## src/rtl/cordic_pkg.sv

```systemverilog
// Shared types and constants for the iterative CORDIC engine: FSM states,
// decider window widths and the arctangent table (atan(2^-i) * 2^13, rounded).
package cordic_pkg;

   typedef enum logic [1:0] {
      IDLE = 2'd0,
      RUN  = 2'd1,
      DONE = 2'd2
   } state_t;

   localparam int DEC_XW = 4;
   localparam int DEC_YW = 4;
   localparam int DEC_ZW = 3;
   localparam int DEC_AW = 5;

   // Entry 14 is 0.49999..., so it rounds down; the tail is all zero.
   localparam int ATAN [32] = '{
      6434, 3798, 2007, 1019, 511, 256, 128, 64,
      32,   16,   8,    4,    2,   1,   0,   0,
      0,    0,    0,    0,    0,   0,   0,   0,
      0,    0,    0,    0,    0,   0,   0,   0
   };

endpackage

```

## src/rtl/cordic_atan_rom.sv

```systemverilog
// Combinational iteration-index to micro-rotation angle lookup, no latency.
// The angle is truncated to the datapath width; there is no flow control.
module cordic_atan_rom
   import cordic_pkg::*;
#(
   parameter int WIDTH = 16
) (
   input  logic [DEC_AW-1:0] idx,
   output logic [WIDTH-1:0]  angle
);

   always_comb begin
      angle = WIDTH'(ATAN[idx]);
   end

endmodule

```

## src/rtl/cordic_iter.sv

```systemverilog
// Iterative CORDIC rotation: one micro-rotation per cycle, result valid ITER+1 cycles after start.
// The result is held in DONE until out_ready; start is ignored unless IDLE.
module cordic_iter
   import cordic_pkg::*;
#(
   parameter int WIDTH = 16,
   parameter int ITER  = 16
) (
   input  logic                 clk,
   input  logic                 rst,
   input  logic                 start,
   input  logic [WIDTH-1:0]     x_in,
   input  logic [WIDTH-1:0]     y_in,
   input  logic [WIDTH-1:0]     z_in,
   input  logic [2:0]           ex_in,
   input  logic [2:0]           ey_in,
   output logic                 out_valid,
   input  logic                 out_ready,
   output logic [WIDTH-1:0]     x_out,
   output logic [WIDTH-1:0]     y_out,
   output logic [WIDTH-1:0]     z_out,
   output logic                 busy,
   output logic                 err,
   output logic                 dec_v,
   output logic [DEC_XW-1:0]    dec_x,
   output logic [DEC_YW-1:0]    dec_y,
   output logic [DEC_ZW-1:0]    dec_z,
   output logic [DEC_AW-1:0]    dec_a,
   output logic [2:0]           dec_ex,
   output logic [2:0]           dec_ey,
   input  logic                 d,
   input  logic                 dn
);

   state_t                   state;
   logic [DEC_AW-1:0]        i;
   logic signed [WIDTH-1:0]  x, y, z;
   logic [2:0]               ex, ey;
   logic signed [WIDTH-1:0]  atan_i;
   logic signed [WIDTH-1:0]  x_sh, y_sh;
   logic signed [WIDTH-1:0]  x_nx, y_nx, z_nx;
   logic                     sig_pos, sig_neg, dig_bad;
   logic                     last_iter;

   cordic_atan_rom #(.WIDTH(WIDTH)) u_atan_rom (
      .idx   (i),
      .angle (atan_i)
   );

   assign sig_pos   = d & ~dn;
   assign sig_neg   = dn & ~d;
   assign dig_bad   = d & dn;
   assign last_iter = (i == DEC_AW'(ITER - 1));

   // Arithmetic shift past the width naturally saturates to 0 or -1.
   assign x_sh = x >>> i;
   assign y_sh = y >>> i;

   always_comb begin
      x_nx = x;
      y_nx = y;
      z_nx = z;
      if (sig_pos) begin
         x_nx = x - y_sh;
         y_nx = y + x_sh;
         z_nx = z - atan_i;
      end else if (sig_neg) begin
         x_nx = x + y_sh;
         y_nx = y - x_sh;
         z_nx = z + atan_i;
      end
   end

   always_ff @(posedge clk or posedge rst) begin
      if (rst) begin
         state     <= IDLE;
         i         <= '0;
         x         <= '0;
         y         <= '0;
         z         <= '0;
         ex        <= '0;
         ey        <= '0;
         x_out     <= '0;
         y_out     <= '0;
         z_out     <= '0;
         out_valid <= 1'b0;
         busy      <= 1'b0;
         err       <= 1'b0;
         dec_v     <= 1'b1;
      end else begin
         case (state)
            IDLE: begin
               if (start) begin
                  x     <= x_in;
                  y     <= y_in;
                  z     <= z_in;
                  ex    <= ex_in;
                  ey    <= ey_in;
                  i     <= '0;
                  err   <= 1'b0;
                  busy  <= 1'b1;
                  dec_v <= 1'b0;
                  state <= RUN;
               end
            end
            RUN: begin
               x <= x_nx;
               y <= y_nx;
               z <= z_nx;
               if (dig_bad) begin
                  err <= 1'b1;
               end
               if (last_iter) begin
                  x_out     <= x_nx;
                  y_out     <= y_nx;
                  z_out     <= z_nx;
                  out_valid <= 1'b1;
                  dec_v     <= 1'b1;
                  state     <= DONE;
               end else begin
                  i <= i + DEC_AW'(1);
               end
            end
            DONE: begin
               if (out_valid && out_ready) begin
                  out_valid <= 1'b0;
                  busy      <= 1'b0;
                  state     <= IDLE;
               end
            end
            default: begin
               state <= IDLE;
            end
         endcase
      end
   end

   assign dec_x  = x[WIDTH-1 -: DEC_XW];
   assign dec_y  = y[WIDTH-1 -: DEC_YW];
   assign dec_z  = z[WIDTH-1 -: DEC_ZW];
   assign dec_a  = i;
   assign dec_ex = ex;
   assign dec_ey = ey;

endmodule

```

## config.mk

```make
export PLATFORM = sky130hd
export DESIGN_NAME = cordic_iter
export DESIGN_NICKNAME = d
export VERILOG_FILES = /design/src/rtl/cordic_pkg.sv /design/src/rtl/cordic_atan_rom.sv /design/src/rtl/cordic_iter.sv
export SDC_FILE = /design/constraint.sdc
export NUM_CORES = 1
export LEC_CHECK = 0
export ABC_AREA = 1
export ABC_CLOCK_PERIOD_IN_PS = 7400
export CORE_MARGIN = 2
export CORE_UTILIZATION = 50
export CTS_CLUSTER_SIZE = 20
export DETAILED_ROUTE_END_ITERATION = 16
export PLACE_DENSITY = 0.78
export SLEW_MARGIN = 20
export SYNTH_ARGS = -nofsm -noshare
export SYNTH_HDL_FRONTEND = slang
export SYNTH_SLANG_ARGS = --single-unit
```

## constraint.sdc

```tcl
create_clock -name clk -period 7.4 [get_ports clk]
set_input_delay 1.11 -clock clk [delete_from_list [all_inputs] [get_ports clk]]
set_output_delay 1.11 -clock clk [all_outputs]
set_load 0.03 [all_outputs]
```

==> impl_results.md <==
* Clock transition at path regs at approximately 0.07 ns
* Cell variety after synth at 52
* TritonCTS Buffers at 17
* CP bufs+invs at 3
* Post-synth EDFFs at 0
* TritonCTS clock tree: built
* Final worst path period share at 59.3%
* I/O pin count at 134
* Final WL at 44.1 mm
* FF-to-FF Start: dec_a[2]$_DFFE_PP0P_
* Minimum clock period at between 4 and 5 ns
* Area of the die at 27,100 sq um
* Routed vias at between 10,000 and 15,000
* Post-route ant nets at 0
* WS Path Type: register to register
* Layout cell share with drive strength beyond 1 at under 10%
* Delay-heaviest family, CP: simple AND/OR/NAND/NOR gates
* Final setup vio count at 0
* CP Capture Type: register
* Top Layer Used: met4
* Slowest CP cell: inv_1
* Worst r2r path cells at 20
* Core area at 25,300 sq um
* Synth Register Bits at 113
* Starting density of the core at between 50% and 60%
* Syn nets at about 2,300
* Req. time, crit path at between 7 and 8 ns
* Crit path DAT at roughly 4.7 ns
* Htree depth at 4
* CP Launch Type: register
* Post-synthesis cell area at about 13,000 sq um
* Critical path peak fanout at 29
* Worst slew margin relative to its limit at between 30% and 40%
* Met2 Routed Length at 19.2 mm
* CP peak stage delay at approximately 0.8 ns
* Max-Cap Viols at 0
* Routability congestion estimate at slightly below 1
* Main synth FF type: dfrtp_1
* Post-CTS sizing at 0
* End of the critical path: y[12]$_DFFE_PP0P_
* Syn. warnings at 0
* Cell Chain, Critical Path: inv_1 -> nand2_1 -> a21oi_1 -> o21ai_0 -> o211ai_1 -> nand2_1 -> nand2_1 -> ha_1 -> inv_1 -> fa_1 -> inv_1 -> nand2_1 -> nand3_1 -> nand2_1 -> nand3_1 -> nand2_1 -> nand3_1 -> nand4_1 -> nand2_1 -> nand2_1
* I/O Buffers at between 100 and 150
* Clock Latency Late Sink at roughly 0.45 ns
* GR Overflow Total at 0
* Hold Vio Cnt, Final at 0
* Largest net degree at the start of global routing at 67
* Tot GR Track Use at between 30% and 40%
* Worst path depth at 20
* Setup Fix Bufs, Post-CTS at 0
* Hold path cells at 2
* Layout area overhead at 14.1%
* Final nets at about 2,400
* Hold Path Class: register to register
* Met3 routed WL at between 3 and 4 mm
* Setup_tns at 0 ns
* Status: completed
* Share of the yosys chip area belonging to registers at between 20% and 30%
* CTS Sinks at about 110
* Max frequency at ~0.23 GHz
* Die Wd at between 150 and 200 um
* Critical path origin: dec_a[2]$_DFFE_PP0P_
* Syn Inst Count at about 2,200
* Post-synth ARST share at 100%
* CP dominant cell by count: nand2_1
* Wire length on met1 at approximately 20 mm
* Worst Tran Pin Value at between 1 and 1.5 ns
* Post-route DRC violation count at 0
* Core Rows at 58
* R2R setup slack at 3.01 ns
* Initial antenna violation count at 0
* Max-slew violation count at 0
* Reg2reg end: y[12]$_DFFE_PP0P_
* Clk root buf: clkbuf_16
* Synthesized area per cell at approximately 6 sq um
* Global-route wire length before repair at 70.1 mm
* Detailed Place HPWL at around 32 mm
* Clock skew at around 0.018 ns
* Post-detailed-route wirelength per cell at 17.2 um
* Initial DRT Pass Iterations at 8
* Routed vias/inst at about 5.5
* 1st-iter DRT viols at 1,391
* Hold Buf Count CTS at 0
* ANT cells at 0
* Vias in the first global route at about 13,000
* Chip height at 165 um
* RSZ-0062 raised after global routing: no
* Max Root-Sink Buffers at 2
-- per-stage QoR --
| stage | hold slack [ns] | area, sq um | setup slack, ns | utilization [%] | std cells |
|---|---|---|---|---|---|
| after global placement | 0.454 | 14100 | 3.20 | 56.0 | 2534 |
| after CTS | 0.470 | 14700 | 3.10 | 58.4 | 2566 |
| after detailed placement | 0.460 | 14100 | 3.12 | 56.0 | 2534 |
| after global routing | 0.498 | 14700 | 2.61 | 58.4 | 2566 |
| final | 0.469 | 14700 | 3.01 | 58.4 | 2566 |
| after floorplan | 0.494 | 12900 | 3.30 | - | 2163 |
-- layout by cell type (no fill, tap or decap), drive strengths merged, types with 8 or more instances in the layout --
cell type and n:
a21oi 88, buf 8, clkbuf 17, clkdlybuf4s50 133, dfrtp 112, ha 102, inv 311, nand2 787
nand3 187, nand4 32, nor2 199, nor3 16, o211ai 16, o21ai 139, o21bai 9, o22ai 14
xor2 10
-- cells in the mapped netlist (3+ instances only) --
master | instances | area, sq um
inv_1 | 276 | 1040
nand3b_1 | 5 | 37.5
buf_4 | 27 | 203
xor2_1 | 10 | 87.6
mux2i_1 | 5 | 50.1
o21bai_1 | 9 | 67.6
a21oi_1 | 78 | 390
o21ai_0 | 86 | 430
o211ai_1 | 14 | 105
nor2_4 | 5 | 56.3
and2_1 | 6 | 37.5
buf_1 | 6 | 22.5
buf_2 | 40 | 200
a21oi_2 | 10 | 87.6
nand3_1 | 185 | 926
buf_6 | 8 | 90.1
o21ai_1 | 51 | 255
a211oi_2 | 3 | 37.5
o22ai_1 | 14 | 87.6
clkbuf_1 | 16 | 60.1
clkbuf_2 | 3 | 15.0
nor3_2 | 4 | 40.0
dfrtp_1 | 112 | 2800
nor2_1 | 185 | 694
ha_1 | 102 | 1280
or2_2 | 6 | 37.5
fa_1 | 6 | 120
nand2_1 | 779 | 2920
o221ai_1 | 7 | 61.3
nand4_1 | 32 | 200
nor3_1 | 12 | 60.1
inv_2 | 22 | 82.6
nand2_2 | 7 | 43.8
nor2_2 | 7 | 43.8
-- cell type report --
cell class | count | area, sq um
fill | 2531 | 10500
multi-input combinational | 1649 | 8360
sequential | 113 | 2830
timing repair buffer | 141 | 1390
inverter | 301 | 1140
clock buffer | 17 | 425
tap | 330 | 413
clock inverter | 15 | 184
-- worst min path at each step --
stage	endpoint	startpoint	slack (ns)
final	dec_v$_DFFE_PP1P_	dec_v$_DFFE_PP1P_	0.47
after global routing	y_out[2]$_DFFE_PP0P_	y_out[2]$_DFFE_PP0P_	0.50
after CTS	dec_v$_DFFE_PP1P_	dec_v$_DFFE_PP1P_	0.47
after detailed placement	dec_v$_DFFE_PP1P_	dec_v$_DFFE_PP1P_	0.46
after global placement	dec_v$_DFFE_PP1P_	dec_v$_DFFE_PP1P_	0.45
after floorplan	z[15]$_DFFE_PP0P_	z[15]$_DFFE_PP0P_	0.49
-- worst reg2reg max path: stages (launching register included) --
cell and delay (ns):
dfrtp_1 0.71, inv_1 0.81, nand2_1 0.43, a21oi_1 0.21
o21ai_0 0.11, o211ai_1 0.10, nand2_1 0.08, nand2_1 0.12
ha_1 0.23, inv_1 0.08, fa_1 0.41, inv_1 0.16
nand2_1 0.10, nand3_1 0.15, nand2_1 0.10, nand3_1 0.09
nand2_1 0.05, nand3_1 0.10, nand4_1 0.10, nand2_1 0.08
nand2_1 0.05
-- state kept, by name, summed over array words and instances, names as in the netlist --
name	flops
dec_a	5
err	1
z_out	16
dec_v	1
y_out	16
y	16
x_out	16
dec_ey	3
x	16
state	2
dec_ex	3
busy	1
z	16
out_valid	1
-- cells by family (layout without fill, tap and decap cells) --
family,count (synthesis),after routing,synth area share (%)
AND/OR/NAND/NOR,1241,1241,40.2
AO/OA/AOI/OAI,284,284,12.6
XOR/XNOR,11,11,0.746
adder cells (fa/ha/maj),108,108,10.8
flip-flops,113,113,21.9
buffers and inverters,401,474,13.4
multiplexers,5,5,0.387
-- metal layers --
metal  track usage, %  vias to the layer above
li1                 -                     6963
met1             46.1                     6533
met2             52.6                      591
met3             5.25                       78
met4             9.64                        0
met5                0                        -
Power is left out: the tool's default activity adds up to more than one toggle a clock period on the data nets, which glitch-free logic cannot reach.
